[config.mk]
export PLATFORM = sky130hd
export DESIGN_NAME = instr_encoder
export DESIGN_NICKNAME = d
export VERILOG_FILES = /design/src/rtl/instr_encoder.sv
export SDC_FILE = /design/constraint.sdc
export NUM_CORES = 1
export LEC_CHECK = 0
export ABC_AREA = 0
export CORE_ASPECT_RATIO = 0.75
export CORE_UTILIZATION = 53
export CTS_CLUSTER_SIZE = 25
export DETAILED_ROUTE_END_ITERATION = 12
export GPL_TIMING_DRIVEN = 1
export PLACE_DENSITY = 0.86
export SKIP_LAST_GASP = 1
export SYNTH_ARGS = -nofsm -noshare
export SYNTH_HDL_FRONTEND = slang
export SYNTH_SLANG_ARGS = --single-unit
[constraint.sdc]
create_clock -name clk -period 4.7 [get_ports clk]
set_clock_uncertainty 0.1 [all_clocks]
set_input_delay 1.41 -clock clk [delete_from_list [all_inputs] [get_ports clk]]
set_output_delay 1.41 -clock clk [all_outputs]
set_load 0.01 [all_outputs]
[src/rtl/instr_encoder.sv]
// Two-stage RISC-V instruction encoder: decoded fields + signed immediate in, packed word + byte address out.
// Optional range checking of the immediate is enabled by defining INSTR_ENCODER_RANGE_CHECK_EN.
module instr_encoder #(
    parameter int                 ADDR_W    = 8,
    parameter logic [ADDR_W-1:0]  BASE_ADDR = '0
) (
    input  logic              clk,
    input  logic              reset,
    input  logic              in_valid,
    output logic              in_ready,
    input  logic [2:0]        in_fmt,
    input  logic [6:0]        in_opcode,
    input  logic [4:0]        in_rd,
    input  logic [4:0]        in_rs1,
    input  logic [4:0]        in_rs2,
    input  logic [2:0]        in_funct3,
    input  logic [6:0]        in_funct7,
    input  logic [31:0]       in_imm,
    output logic              out_valid,
    input  logic              out_ready,
    output logic [31:0]       out_instr,
    output logic [ADDR_W-1:0] out_addr,
    output logic              out_err
);

    localparam logic [2:0]  FMT_I = 3'b000;
    localparam logic [2:0]  FMT_S = 3'b001;
    localparam logic [2:0]  FMT_B = 3'b010;
    localparam logic [2:0]  FMT_J = 3'b011;
    localparam logic [2:0]  FMT_U = 3'b100;
    localparam logic [2:0]  FMT_R = 3'b101;
    localparam logic [31:0] NOP   = 32'h0000_0013;

    logic              r_s1_valid;
    logic [2:0]        r_fmt;
    logic [6:0]        r_op;
    logic [4:0]        r_rd;
    logic [4:0]        r_rs1;
    logic [4:0]        r_rs2;
    logic [2:0]        r_f3;
    logic [6:0]        r_f7;
    logic [31:0]       r_imm;

    logic              r_out_valid;
    logic [31:0]       r_out_instr;
    logic              r_out_err;
    logic [ADDR_W-1:0] r_addr;

    logic              w_s2_load;
    logic              w_s1_load;
    logic [31:0]       w_instr;
    logic              w_err;

    assign w_s2_load = !r_out_valid || out_ready;
    assign w_s1_load = !r_s1_valid || w_s2_load;
    assign in_ready  = w_s1_load;

    assign out_valid = r_out_valid;
    assign out_instr = r_out_instr;
    assign out_err   = r_out_err;
    assign out_addr  = r_addr;

    always_comb begin
        w_instr = NOP;
        case (r_fmt)
            FMT_I: w_instr = {r_imm[11:0], r_rs1, r_f3, r_rd, r_op};
            FMT_S: w_instr = {r_imm[11:5], r_rs2, r_rs1, r_f3, r_imm[4:0], r_op};
            FMT_B: w_instr = {r_imm[12], r_imm[10:5], r_rs2, r_rs1, r_f3,
                              r_imm[4:1], r_imm[11], r_op};
            FMT_J: w_instr = {r_imm[20], r_imm[10:1], r_imm[11], r_imm[19:12], r_rd, r_op};
            FMT_U: w_instr = {r_imm[31:12], r_rd, r_op};
            FMT_R: w_instr = {r_f7, r_rs2, r_rs1, r_f3, r_rd, r_op};
            default: w_instr = NOP;
        endcase
    end

`ifdef INSTR_ENCODER_RANGE_CHECK_EN
    logic w_fits12;
    logic w_fits13;
    logic w_fits21;

    // Sign-extension checks: the upper bits must all equal the encoded sign bit.
    assign w_fits12 = (&r_imm[31:11]) || !(|r_imm[31:11]);
    assign w_fits13 = (&r_imm[31:12]) || !(|r_imm[31:12]);
    assign w_fits21 = (&r_imm[31:20]) || !(|r_imm[31:20]);

    always_comb begin
        w_err = 1'b0;
        case (r_fmt)
            FMT_I, FMT_S: w_err = !w_fits12;
            FMT_B:        w_err = !w_fits13 || r_imm[0];
            FMT_J:        w_err = !w_fits21 || r_imm[0];
            FMT_U:        w_err = |r_imm[11:0];
            FMT_R:        w_err = 1'b0;
            default:      w_err = 1'b1;
        endcase
    end
`else
    assign w_err = 1'b0;
`endif

    always_ff @(posedge clk) begin
        if (reset) begin
            r_s1_valid <= 1'b0;
            r_fmt      <= '0;
            r_op       <= '0;
            r_rd       <= '0;
            r_rs1      <= '0;
            r_rs2      <= '0;
            r_f3       <= '0;
            r_f7       <= '0;
            r_imm      <= '0;
        end else if (w_s1_load) begin
            r_s1_valid <= in_valid;
            if (in_valid) begin
                r_fmt <= in_fmt;
                r_op  <= in_opcode;
                r_rd  <= in_rd;
                r_rs1 <= in_rs1;
                r_rs2 <= in_rs2;
                r_f3  <= in_funct3;
                r_f7  <= in_funct7;
                r_imm <= in_imm;
            end
        end
    end

    // The address tracks the word currently presented, so it advances on the output handshake.
    always_ff @(posedge clk) begin
        if (reset) begin
            r_out_valid <= 1'b0;
            r_out_instr <= '0;
            r_out_err   <= 1'b0;
            r_addr      <= BASE_ADDR;
        end else begin
            if (w_s2_load) begin
                r_out_valid <= r_s1_valid;
                if (r_s1_valid) begin
                    r_out_instr <= w_instr;
                    r_out_err   <= w_err;
                end
            end
            if (r_out_valid && out_ready) begin
                r_addr <= r_addr + ADDR_W'(4);
            end
        end
    end

endmodule

# --- Word-level counts from Yosys, hierarchy flattened ---
# Index checks and enable logic that the tools add are counted.
word_totals:
  register_bits: 109
  inputBits: 71
  out_inout_bits: 43
  word_cells: 27
classes:
  add_sub_neg: 1
  eq_ne: 5
  mux: 1
  reduce_logical: 8
op_table:
  columns: ["cell", "count"]
  rows:
  - ["case mux 32 bit (6 select lines)", 1]
  - ["adder 8 x 3 -> 8 bit, second input constant", 1]
  - ["equality test 3 x 2 -> 1 bit, second input constant", 2]
  - ["equality test 3 bit, second input constant", 2]
  - ["AND reduction 2 bit", 2]
  - ["equality test 3 x 1 -> 1 bit, second input constant", 1]
  - ["logical NOT 3 bit", 1]
  - ["logical NOT 1 bit", 2]
  - ["logical OR 1 bit", 2]
  - ["logical AND 1 bit", 1]

# --- Longest topological paths before layout ---
depth:
  word_depth: 4
  ltp_mapped: 6
  ltp_nobuf: 4

# --- Worst setup path after synthesis ---
# Ideal clock, no wire load.
synth_path:
  kind: "input to output"
  from: "input port out_ready"
  to: "output port in_ready"
  t_arrival_ns: 1.624
  required_ns: 3.190
  setup_slack_ns: 1.566
  cell_stages: 1
  path_buffers: 0
  path_cell_list: "nand3b_1"
synth_via:
  elab_chain_cells: 2
synth_lines:
  columns: ["item", "line", "source"]
  rows:
  - ["start: declaration", "20", "input logic out_ready,"]
  - ["logical OR 1 bit", "54", "assign w_s2_load = !r_out_valid || out_ready;"]
  - ["logical OR 1 bit", "55", "assign w_s1_load = !r_s1_valid || w_s2_load;"]
  - ["end: declaration", "10", "output logic in_ready,"]
# Every way passes these cells.

# --- Final worst setup path ---
# Ends and elaborated chain as after synthesis.

==> qor.yml <==
run_status:
  outcome: "finished, final reports clean"
layout:
  fin_cells: 739
  fillers: 660
  finalNetCount: 701
  drive_above_1_share: 0.0426
  antenna_cells: 0
  syn_to_final_growth_pct: 28.1
  final_cell_area_sq_um: 5700
routing:
  via_per_inst: 5.48
  vias: 4049
  drt-total-wl_mm: 11.2
  drtPass1Iterations: 5
  drtAntennaViolNets: 0
  drc_errors: 0
  drt_iter0_drc: 294
  wl_per_cell_microns: 15.1
critical_path:
  arrival_ns: 2.67
  path_cells: "clkdlybuf4s50_1 -> nand3b_1 -> clkdlybuf4s50_1"
  cp-start-kind: "input pin"
  critical_path.endpoint_type: "output port"
  critical_path_buf_inv_count: 2
  slowest_stage: "clkdlybuf4s50_1"
  crit_family: "buffers and inverters"
  crit_type: "input pin to output port"
  slowest_delay_ns: 0.56
  crit_required_ns: 3.19
  cpMostUsedCell: "clkdlybuf4s50_1"
  cp_max_fo: 4
global_routing:
  antenna_found_initial: 0
  grt_max_degree: 108
  grt_overflow: 0
  first_global_vias: 3736
  grtUsageTotal: 0.260
  grt_pass1_wl_mm: 17.5
power_and_ir_drop:
  power.density_nw_per_um2: 325
  power.leakage_uw: 0.00205
  max-vdd-ir-drop_mv: 0.167
sta:
  maxSlewHeadroom: 0.271
  period_share: 0.889
  tightest_slew_ns: 1.09
  min_period_ns: 4.18
  holdWs_ns: 0.360
  fmax_mhz: 239
  rsz0062_at_grt: "false"
  setup_viol: 0
  layout_setup_ws_ns: 0.524
  final.setup.tns_ns: 0
  hold_viol_final: 0
  maxSlewViolCount: 0
synth:
  netlist.area_leader.share: 0.481
  avgSynthCellArea_sq_um: 8.10
  ys_types: 44
  synth_edf_count: 0
  synth_ff_type: "dfxtp_1"
  yosysWarnings: 0
  synthesis.area_sq_um: 4450
  yosys-top-cells-area: "dfxtp_1 48%, nand2_1 12%, a21oi_1 10%"
  synth-seq-cells: 107
  synth_common_cells: "145 x nand2_1, 107 x dfxtp_1, 89 x a21oi_1"
  seq_area_frac_synth: 0.481
  yosysMostFrequentCell: "nand2_1"
  async_reset_ff_frac: 0
  synth_cells: 549
  synth_area_leader_cell: "dfxtp_1"
floorplan:
  start_util: 0.555
  die_w_microns: 108
  coreArea_sq_um: 8020
  num_io_pins: 114
  die_y_microns: 81.4
  die_area_sq_um: 8770
  rows: 28
cts:
  cts-resized-gates: 0
  cts.sinks: 107
  cts-htree-levels: 3
  numCtsBuffers: 9
  cts_tree: "done"
  clock-root-buffer: "clkbuf_8"
  cts_buffer_depth: 2
  clk_pin_slew_worst_paths_ns: 0.10
  hold_buffers: 0
  post-cts-setup-buffers: 0
  insertion_delay_ns: 0.37
place:
  dp_hpwl_mm: 7.52
  dp_slack_ns: 0.525
  dpl-instance-area_sq_um: 5480
  placed_cells: 723
  finalWeightedCongestion: 0.782
  io_buffers: 110
min_path:
  hp-class: "register to register"
flow_run:
  timing.max_cap.violations: 0
worst paths after layout:
path | slack [ns] | from | endpoint | cells after the start
setup / recovery | 0.52 | out_ready | in_ready | 3
hold / removal | 0.36 | r_rs1[1] | r_rs1[1] | 2
setup reg to reg | 2.39 | r_fmt[0] | out_instr[15] | 5
hold reg to reg | 0.36 | r_rs1[1] | r_rs1[1] | 2
registers in the layout, summed over array words and instances (netlist names):
signal / cells
r_imm: 32
out_valid: 1
r_s1_valid: 1
r_f3: 3
out_addr: 6
r_op: 7
r_rs2: 5
r_rd: 5
r_fmt: 3
r_f7: 7
r_rs1: 5
out_instr: 32
area by class of cell:
type | instances | area (sq um) | area share
Tap cell | 105 | 131 | 0.0231
Sequential cell | 107 | 2140 | 0.376
Timing Repair Buffer | 114 | 1140 | 0.200
Clock inverter | 5 | 85.1 | 0.0149
Clock buffer | 11 | 131 | 0.0231
Inverter | 9 | 33.8 | 0.00593
Multi-Input combinational cell | 388 | 2030 | 0.357
cell families (layout without fill, tap and decap cells):
family	count (synthesis)	after routing	share of synthesized area
flops	107	107	0.481
xor+xnor	5	5	0.00984
compound gates	137	137	0.184
simple gates	229	229	0.226
buf+inv	56	139	0.0655
other cells	1	3	0.000843
mux	13	13	0.0292
fa+ha+maj	1	1	0.00281
cells in the final DEF, fill, tap and decap left out, types with 2 or more instances in the layout:
cell,n
buf_4,4
o22ai_1,7
nor3b_1,7
nand2_2,2
nand2b_1,3
nand4_1,2
a211oi_1,8
clkbuf_8,9
o21ai_0,3
a22oi_1,9
nor2_1,37
bufinv_16,2
nand2_1,144
clkbuf_1,2
o21ai_1,3
nor3_1,16
and3_1,3
a222oi_1,7
conb_1,3
a32oi_1,2
a311oi_1,2
dfxtp_1,107
a221oi_1,4
mux2i_1,13
inv_1,9
nor2b_1,4
a21oi_1,89
xor2_1,4
nand3_1,2
clkdlybuf4s50_1,109
worst min-delay path: stages (launching register included):
cell	delay [ns]
dfxtp_1	0.32
nand2_1	0.05
a21oi_1	0.05
power breakdown:
part | internal, uW | switching [uW] | leakage, uW
combinational | 130 | 130 | 0.00107
clock | 303 | 302 | 0.000104
sequential | 952 | 35.3 | 0.000878
total | 1390 | 468 | 0.00205
routing by layer:
metal / track usage / routed length, microns
met1: 0.334 / 5090
met2: 0.428 / 5160
met3: 0.0690 / 792
met4: 0.0877 / 151
met5: 0 / 0
metrics by stage:
stage	util	power, uW
6_report	0.710	1850
5_1_grt	0.710	1930
4_1_cts	0.710	1870
3_5_place_dp	0.683	1270
3_3_place_gp	0.683	1260
2_1_floorplan	-	1150
(Power assumes the default switching activity.)
